## src/rtl/l2_tlb.sv

```systemverilog
// l2_tlb: second-level, fully-associative translation cache between the L1 TLB
// and the hardware page-table walker. One L1 miss is serviced at a time. Hits
// return the cached leaf PTE. Misses are forwarded to the walker, and valid
// leaves returned by the walker are cached. The fill target is the lowest
// invalid entry, or else the round-robin pointer.
// Optional feature: define L2_TLB_PERF_COUNTERS_EN to add the io_perf_hits and
// io_perf_misses counter outputs.
module l2_tlb #(
    parameter int ENTRIES = 16
) (
    input  logic        clock,
    input  logic        reset,
    output logic        io_req_ready,
    input  logic        io_req_valid,
    input  logic [26:0] io_req_bits_addr,
    input  logic [1:0]  io_req_bits_prv,
    input  logic        io_req_bits_pum,
    input  logic        io_req_bits_mxr,
    input  logic        io_req_bits_store,
    input  logic        io_req_bits_fetch,
    output logic        io_resp_valid,
    output logic [37:0] io_resp_bits_pte_ppn,
    output logic        io_resp_bits_pte_d,
    output logic        io_resp_bits_pte_a,
    output logic        io_resp_bits_pte_g,
    output logic        io_resp_bits_pte_u,
    output logic        io_resp_bits_pte_x,
    output logic        io_resp_bits_pte_w,
    output logic        io_resp_bits_pte_r,
    output logic        io_resp_bits_pte_v,
    input  logic [6:0]  io_ptw_ptbr_asid,
    input  logic        io_ptw_invalidate,
    input  logic        io_walk_req_ready,
    output logic        io_walk_req_valid,
    output logic [26:0] io_walk_req_bits_addr,
    output logic [1:0]  io_walk_req_bits_prv,
    output logic        io_walk_req_bits_pum,
    output logic        io_walk_req_bits_mxr,
    output logic        io_walk_req_bits_store,
    output logic        io_walk_req_bits_fetch,
    input  logic        io_walk_resp_valid,
    input  logic [37:0] io_walk_resp_bits_pte_ppn,
    input  logic        io_walk_resp_bits_pte_d,
    input  logic        io_walk_resp_bits_pte_a,
    input  logic        io_walk_resp_bits_pte_g,
    input  logic        io_walk_resp_bits_pte_u,
    input  logic        io_walk_resp_bits_pte_x,
    input  logic        io_walk_resp_bits_pte_w,
    input  logic        io_walk_resp_bits_pte_r,
    input  logic        io_walk_resp_bits_pte_v
`ifdef L2_TLB_PERF_COUNTERS_EN
    ,
    output logic [31:0] io_perf_hits,
    output logic [31:0] io_perf_misses
`endif
);

    localparam int IDXW = $clog2(ENTRIES);

    typedef enum logic [2:0] {
        IDLE,
        LOOKUP,
        WREQ,
        WWAIT,
        RESP
    } state_t;

    state_t state_q;

    // Latched request, the ASID sampled at accept, and the sticky invalidate marker
    logic [26:0]     reqAddr_q;
    logic [1:0]      reqPrv_q;
    logic            reqPum_q;
    logic            reqMxr_q;
    logic            reqStore_q;
    logic            reqFetch_q;
    logic [6:0]      asid_q;
    logic            drop_q;
    logic            respValid_q;
    logic            walkReqValid_q;
    // Response PTE packed as {ppn, d, a, g, u, x, w, r, v}
    logic [45:0]     respPte_q;

    // Entry storage: tag is {asid, vpn}, flags are {d, a, g, u, x, w, r}
    logic [ENTRIES-1:0] valid_q;
    logic [ENTRIES-1:0] valid_d;
    logic [33:0]        entryTag_q   [ENTRIES];
    logic [37:0]        entryPpn_q   [ENTRIES];
    logic [6:0]         entryFlags_q [ENTRIES];
    logic [IDXW-1:0]    rrPtr_q;
    logic [IDXW-1:0]    rrPtr_d;

    logic            hit;
    logic [IDXW-1:0] hitIdx;
    logic            lookupHit;
    logic            freeFound;
    logic [IDXW-1:0] freeIdx;
    logic [IDXW-1:0] fillIdx;
    logic            fillEn;
    logic [45:0]     walkPte;

    assign walkPte = {io_walk_resp_bits_pte_ppn,
                      io_walk_resp_bits_pte_d, io_walk_resp_bits_pte_a,
                      io_walk_resp_bits_pte_g, io_walk_resp_bits_pte_u,
                      io_walk_resp_bits_pte_x, io_walk_resp_bits_pte_w,
                      io_walk_resp_bits_pte_r, io_walk_resp_bits_pte_v};

    // Associative match against the latched request; descending scan so the lowest index wins
    always_comb begin
        hit    = 1'b0;
        hitIdx = '0;
        for (int i = ENTRIES - 1; i >= 0; i--) begin
            if (valid_q[i] && (entryTag_q[i][26:0] == reqAddr_q) &&
                (entryFlags_q[i][4] || (entryTag_q[i][33:27] == asid_q))) begin
                hit    = 1'b1;
                hitIdx = IDXW'(i);
            end
        end
    end

    // Lowest-index invalid entry, used as the preferred fill slot
    always_comb begin
        freeFound = 1'b0;
        freeIdx   = '0;
        for (int i = ENTRIES - 1; i >= 0; i--) begin
            if (!valid_q[i]) begin
                freeFound = 1'b1;
                freeIdx   = IDXW'(i);
            end
        end
    end

    // An invalidate during lookup forces a miss. An invalidate in the fill cycle suppresses the write.
    assign lookupHit = hit && !io_ptw_invalidate;
    assign fillIdx   = freeFound ? freeIdx : rrPtr_q;
    assign fillEn    = (state_q == WWAIT) && io_walk_resp_valid && io_walk_resp_bits_pte_v &&
                       !drop_q && !io_ptw_invalidate;

    // Next valid vector and replacement pointer: flush beats fill; the pointer moves only on eviction
    always_comb begin
        valid_d = valid_q;
        rrPtr_d = rrPtr_q;
        if (io_ptw_invalidate) begin
            valid_d = '0;
        end else if (fillEn) begin
            valid_d[fillIdx] = 1'b1;
            if (!freeFound) begin
                rrPtr_d = rrPtr_q + IDXW'(1);
            end
        end
    end

    // Control FSM with registered handshake outputs and the response register
    always_ff @(posedge clock) begin
        if (reset) begin
            state_q        <= IDLE;
            respValid_q    <= 1'b0;
            walkReqValid_q <= 1'b0;
            drop_q         <= 1'b0;
            valid_q        <= '0;
            rrPtr_q        <= '0;
            respPte_q      <= '0;
            reqAddr_q      <= '0;
            reqPrv_q       <= '0;
            reqPum_q       <= 1'b0;
            reqMxr_q       <= 1'b0;
            reqStore_q     <= 1'b0;
            reqFetch_q     <= 1'b0;
            asid_q         <= '0;
        end else begin
            valid_q     <= valid_d;
            rrPtr_q     <= rrPtr_d;
            respValid_q <= 1'b0;
            unique case (state_q)
                IDLE: begin
                    if (io_req_valid) begin
                        reqAddr_q  <= io_req_bits_addr;
                        reqPrv_q   <= io_req_bits_prv;
                        reqPum_q   <= io_req_bits_pum;
                        reqMxr_q   <= io_req_bits_mxr;
                        reqStore_q <= io_req_bits_store;
                        reqFetch_q <= io_req_bits_fetch;
                        asid_q     <= io_ptw_ptbr_asid;
                        state_q    <= LOOKUP;
                    end
                end
                LOOKUP: begin
                    if (io_ptw_invalidate) begin
                        drop_q <= 1'b1;
                    end
                    if (lookupHit) begin
                        respPte_q   <= {entryPpn_q[hitIdx], entryFlags_q[hitIdx], 1'b1};
                        respValid_q <= 1'b1;
                        state_q     <= RESP;
                    end else begin
                        walkReqValid_q <= 1'b1;
                        state_q        <= WREQ;
                    end
                end
                WREQ: begin
                    if (io_ptw_invalidate) begin
                        drop_q <= 1'b1;
                    end
                    if (io_walk_req_ready) begin
                        walkReqValid_q <= 1'b0;
                        state_q        <= WWAIT;
                    end
                end
                WWAIT: begin
                    if (io_ptw_invalidate) begin
                        drop_q <= 1'b1;
                    end
                    if (io_walk_resp_valid) begin
                        respPte_q   <= walkPte;
                        respValid_q <= 1'b1;
                        state_q     <= RESP;
                    end
                end
                RESP: begin
                    drop_q  <= 1'b0;
                    state_q <= IDLE;
                end
                default: begin
                    state_q <= IDLE;
                end
            endcase
        end
    end

    // Entry payload write on a qualified walker fill; validity is tracked separately
    always_ff @(posedge clock) begin
        if (fillEn) begin
            entryTag_q[fillIdx]   <= {asid_q, reqAddr_q};
            entryPpn_q[fillIdx]   <= walkPte[45:8];
            entryFlags_q[fillIdx] <= walkPte[7:1];
        end
    end

`ifdef L2_TLB_PERF_COUNTERS_EN
    logic [31:0] perfHits_q;
    logic [31:0] perfMisses_q;

    // Free-running lookup outcome counters; an invalidate does not clear them
    always_ff @(posedge clock) begin
        if (reset) begin
            perfHits_q   <= '0;
            perfMisses_q <= '0;
        end else if (state_q == LOOKUP) begin
            if (lookupHit) begin
                perfHits_q <= perfHits_q + 32'd1;
            end else begin
                perfMisses_q <= perfMisses_q + 32'd1;
            end
        end
    end

    assign io_perf_hits   = perfHits_q;
    assign io_perf_misses = perfMisses_q;
`endif

    assign io_req_ready      = (state_q == IDLE);
    assign io_resp_valid     = respValid_q;
    assign {io_resp_bits_pte_ppn,
            io_resp_bits_pte_d, io_resp_bits_pte_a,
            io_resp_bits_pte_g, io_resp_bits_pte_u,
            io_resp_bits_pte_x, io_resp_bits_pte_w,
            io_resp_bits_pte_r, io_resp_bits_pte_v} = respPte_q;

    assign io_walk_req_valid      = walkReqValid_q;
    assign io_walk_req_bits_addr  = reqAddr_q;
    assign io_walk_req_bits_prv   = reqPrv_q;
    assign io_walk_req_bits_pum   = reqPum_q;
    assign io_walk_req_bits_mxr   = reqMxr_q;
    assign io_walk_req_bits_store = reqStore_q;
    assign io_walk_req_bits_fetch = reqFetch_q;

endmodule
```

## config.mk

```make
export PLATFORM = sky130hd
export DESIGN_NAME = l2_tlb
export DESIGN_NICKNAME = d
export VERILOG_FILES = /design/src/rtl/l2_tlb.sv
export SDC_FILE = /design/constraint.sdc
export NUM_CORES = 2
export LEC_CHECK = 0
export BUFFER_PORTS_ARGS = -buffer_cell sky130_fd_sc_hd__buf_2
export CORE_MARGIN = 4
export CORE_UTILIZATION = 55
export CTS_BUF_LIST = sky130_fd_sc_hd__clkbuf_8
export DETAILED_ROUTE_END_ITERATION = 6
export PLACE_DENSITY = 0.72
export SYNTH_ARGS = -nofsm -noshare
export SYNTH_HDL_FRONTEND = slang
export SYNTH_SLANG_ARGS = --single-unit
```

## constraint.sdc

```tcl
create_clock -name clock -period 6.7 [get_ports clock]
set_clock_uncertainty 0.15 [all_clocks]
set_input_delay 0.67 -clock clock [delete_from_list [all_inputs] [get_ports clock]]
set_output_delay 0.67 -clock clock [all_outputs]
set_load 0.01 [all_outputs]
```

==> flow_metrics.py <==
metrics = {
    "timing": {
        "finalHoldViolCount": 0,
        "relSlewSlack_pct": 17.0,
        "clock.fmax_ghz": 0.182,
        "setup-violations-final": 0,
        "worst_pin_slew_ns": 1.24,
        "slew_violations": 0,
        "min_period_ns": 5.49,
        "setup_ws_ns": 1.21,
        "min_period_over_period_pct": 82.0,
        "grt_setup_unrepaired": "false",
        "setup_tns_ns": 0,
        "timing.hold.ws_ns": 0.174,
    },
    "layout": {
        "final_cell_area_mm2": 0.0650,
        "final_util_pct": 62.9,
        "area_growth_pct": 13.7,
        "nNetsFinal": 4253,
        "drive_above_1_share_pct": 16.1,
        "final_cells": 5723,
    },
    "die": {
        "die_area_mm2": 0.109,
        "die_x_um": 330,
        "initial_core_util_pct": 55.3,
        "ios": 174,
        "core-area_mm2": 0.103,
        "num_rows": 118,
        "die_y_um": 330,
    },
    "setup_path": {
        "setup.worst_path.start": "asid_q[5]",
        "cp_num_buf_inv": 2,
        "critical_path.top_delay_family": "simple AND/OR/NAND/NOR gates",
        "r2r_start": "asid_q[5]",
        "worstPathRequired_ns": 7.29,
        "slowest_stage": "nor2_4",
        "max_stage_delay_ns": 1.11,
        "critical_path.most_common_cell": "nand2_1",
        "endpoint_kind": "register",
        "critical_path.cell_chain": "buf_4 > xor2_1 > nor4_1 > a41o_1 > nand3_1 > nand2_1 > nor4_1 > nand2_1 > nor2_4 > buf_4 > a22oi_1 > nand2_1 > a211oi_1",
        "start_kind": "register",
        "path_max_fanout": 31,
        "worstPathArrival_ns": 6.08,
        "worstSetupPathType": "register to register",
    },
    "pwr": {
        "power_leakage_nw": 21.8,
        "vdd_drop_max_mv": 0.204,
        "power_mw": 17.1,
        "p_sw_mw": 4.00,
        "switching_share_pct": 23.3,
        "p_int_mw": 13.1,
        "powerDensity_mw_per_mm2": 264,
        "p_comb_share_pct": 5.5,
        "power_frac_seq_pct": 55.9,
        "pwr-share-clk_pct": 38.7,
    },
    "clock_tree": {
        "cts_made_buffers": 210,
        "clk_pin_slew_ns": 0.06,
        "clock-root-buffer": "clkbuf_8",
        "holdBufCountCts": 90,
        "cts_tree": "done",
        "cts_max_path_buffers": 3,
        "clk_latency_ns": 0.91,
        "cts_setup_buffers": 0,
        "cts_resized": 0,
        "cts_htree_levels": 4,
        "cts_sinks": 1376,
    },
    "drt": {
        "routed_wirelength_um": 144000,
        "avgViaCountPerCell": 5.96,
        "drt_iter0_markers": 3754,
        "route.detailed.drc": 0,
        "wl_per_cell_um": 25.1,
        "vias": 34100,
        "drtPass1Iterations": 5,
        "ant_nets": 0,
    },
    "grt": {
        "antenna_found_initial": 5,
        "grt_busiest_layer": "met2",
        "grt_util_met2_pct": 40.4,
        "grt_max_degree": 109,
        "use_met3_pct": 4.84,
        "grt_pass1_vias": 33200,
        "grt_pass1_wl_um": 212000,
        "grt-ovfl-total": 0,
        "grt_use_total_pct": 26.1,
        "met1_usage_pct": 38.3,
    },
    "synthesis": {
        "syn_area_mm2": 0.0572,
        "postSynthNetCount": 3844,
        "netlist-cell-type-count": 73,
        "synth_area_leaders": "edfxtp_1 66%, xnor2_1 7.0%, mux2i_1 4.8%",
        "synth-edff-count": 1264,
        "synthFlopType": "edfxtp_1",
        "avgSynthCellArea_um2": 15.2,
        "ys_ff_latch": 1376,
        "synth.most_common_cell": "edfxtp_1",
        "synthTopCellsByCount": "1264 x edfxtp_1, 458 x xnor2_1, 273 x mux2i_1",
        "syn-instance-count": 3751,
        "yosys_warnings": 0,
        "synth_seq_area_share_pct": 70.3,
        "synthArstFlopShare_pct": 0,
        "synth_top_area_cell": "edfxtp_1",
        "synth_top_area_share_pct": 66.4,
    },
    "placement": {
        "portBuffers": 173,
        "gp_congestion": 0.901,
        "placed_area_mm2": 0.0600,
        "pre_cts_slack_ns": 1.24,
        "dpl.hpwl_um": 83700,
        "dp_cells": 5238,
    },
    "outcome": {
        "status": "finished clean",
    },
    "min_path": {
        "hp-start": "io_ptw_invalidate",
        "hp-class": "primary input to register",
    },
    "run": {
        "cap_violations": 0,
    },
}
[worst register-to-register path: stages, from the launching register on]
cell,delay [ns]
dfxtp_1,0.80
buf_4,0.31
xor2_1,0.16
nor4_1,0.09
a41o_1,0.34
nand3_1,0.29
nand2_1,0.20
nor4_1,0.66
nand2_1,0.64
nor2_4,1.12
buf_4,0.35
a22oi_1,0.10
nand2_1,0.12
a211oi_1,0.07
[placed cells by master (no fill, tap or decap), types with 22 or more instances in the layout]
master | Yosys | layout
xnor2_1 | 458 | 458
mux2_2 | 48 | 48
a22oi_1 | 42 | 42
nand4_1 | 215 | 215
a21oi_1 | 135 | 135
xor2_1 | 82 | 82
nor4_1 | 58 | 58
inv_1 | 17 | 105
clkinv_1 | 0 | 32
a211o_1 | 42 | 42
mux2i_1 | 273 | 273
nor2b_1 | 51 | 50
clkinv_2 | 0 | 22
nor2_1 | 167 | 149
dlygate4sd3_1 | 0 | 90
buf_4 | 54 | 122
nor3_1 | 25 | 25
nand2_1 | 166 | 163
edfxtp_1 | 1264 | 1264
dfxtp_1 | 112 | 85
dfxtp_2 | 0 | 27
a211oi_1 | 172 | 172
clkbuf_8 | 0 | 231
and2_1 | 44 | 42
buf_2 | 50 | 172
[sequential cells by signal, summed over array words and instances (netlist names), 2 cells and up]
| signal | flops |
|---|---|
| entryPpn_q | 608 |
| entryTag_q | 544 |
| entryFlags_q | 112 |
| respPte_q | 46 |
| io_walk_req_bits_addr | 27 |
| valid_q | 16 |
| asid_q | 7 |
| rrPtr_q | 4 |
| state_q | 3 |
| io_walk_req_bits_prv | 2 |
[power groups by stage]
stage | clock network, mW | logic (mW) | registers [mW]
floorplan | 0 | 0.540 | 9.69
global placement | 0 | 0.865 | 9.76
detailed placement | 0 | 0.876 | 9.76
CTS | 6.75 | 0.923 | 9.58
global route | 7.15 | 1.01 | 9.58
finish | 6.63 | 0.939 | 9.58
[per-layer routing]
metal | wire [µm] | part of all wire (%)
met1 | 61500 | 43
met2 | 66000 | 46
met3 | 13000 | 9.1
met4 | 3000 | 2.1
met5 | 13 | 0.0091
[cell families after synthesis]
group	Yosys count	share of synthesized area, %
AOI/OAI and AO/OA	484	5.98
xor gates and xnor gates	543	8.36
adders and majority gates	1	0.0219
buffers and inverters	221	2.29
DFF	1376	70.3
muxes	321	5.72
and+or+nand+nor	805	7.34
[path summary, 6_finish.rpt]
check	to	slack, ns	depth (start not counted)
worst max-delay path	respPte_q[4]	1.21	13
worst min-delay path	valid_q[3]	0.17	4
worst max register to register	respPte_q[4]	1.21	13
worst min register to register	io_walk_req_bits_fetch	0.30	2
[cell type report]
class / count / area [µm²]
well taps: 1380 / 1730
multi-input cells: 2154 / 15900
clock buffers: 231 / 3180
diodes: 3 / 7.51
fillers: 7515 / 38400
flip-flops and latches: 1376 / 40200
clock inverters: 161 / 898
repair buffers: 400 / 3000
inverters: 18 / 67.6
No activity file was read; power rests on OpenSTA's default activity.
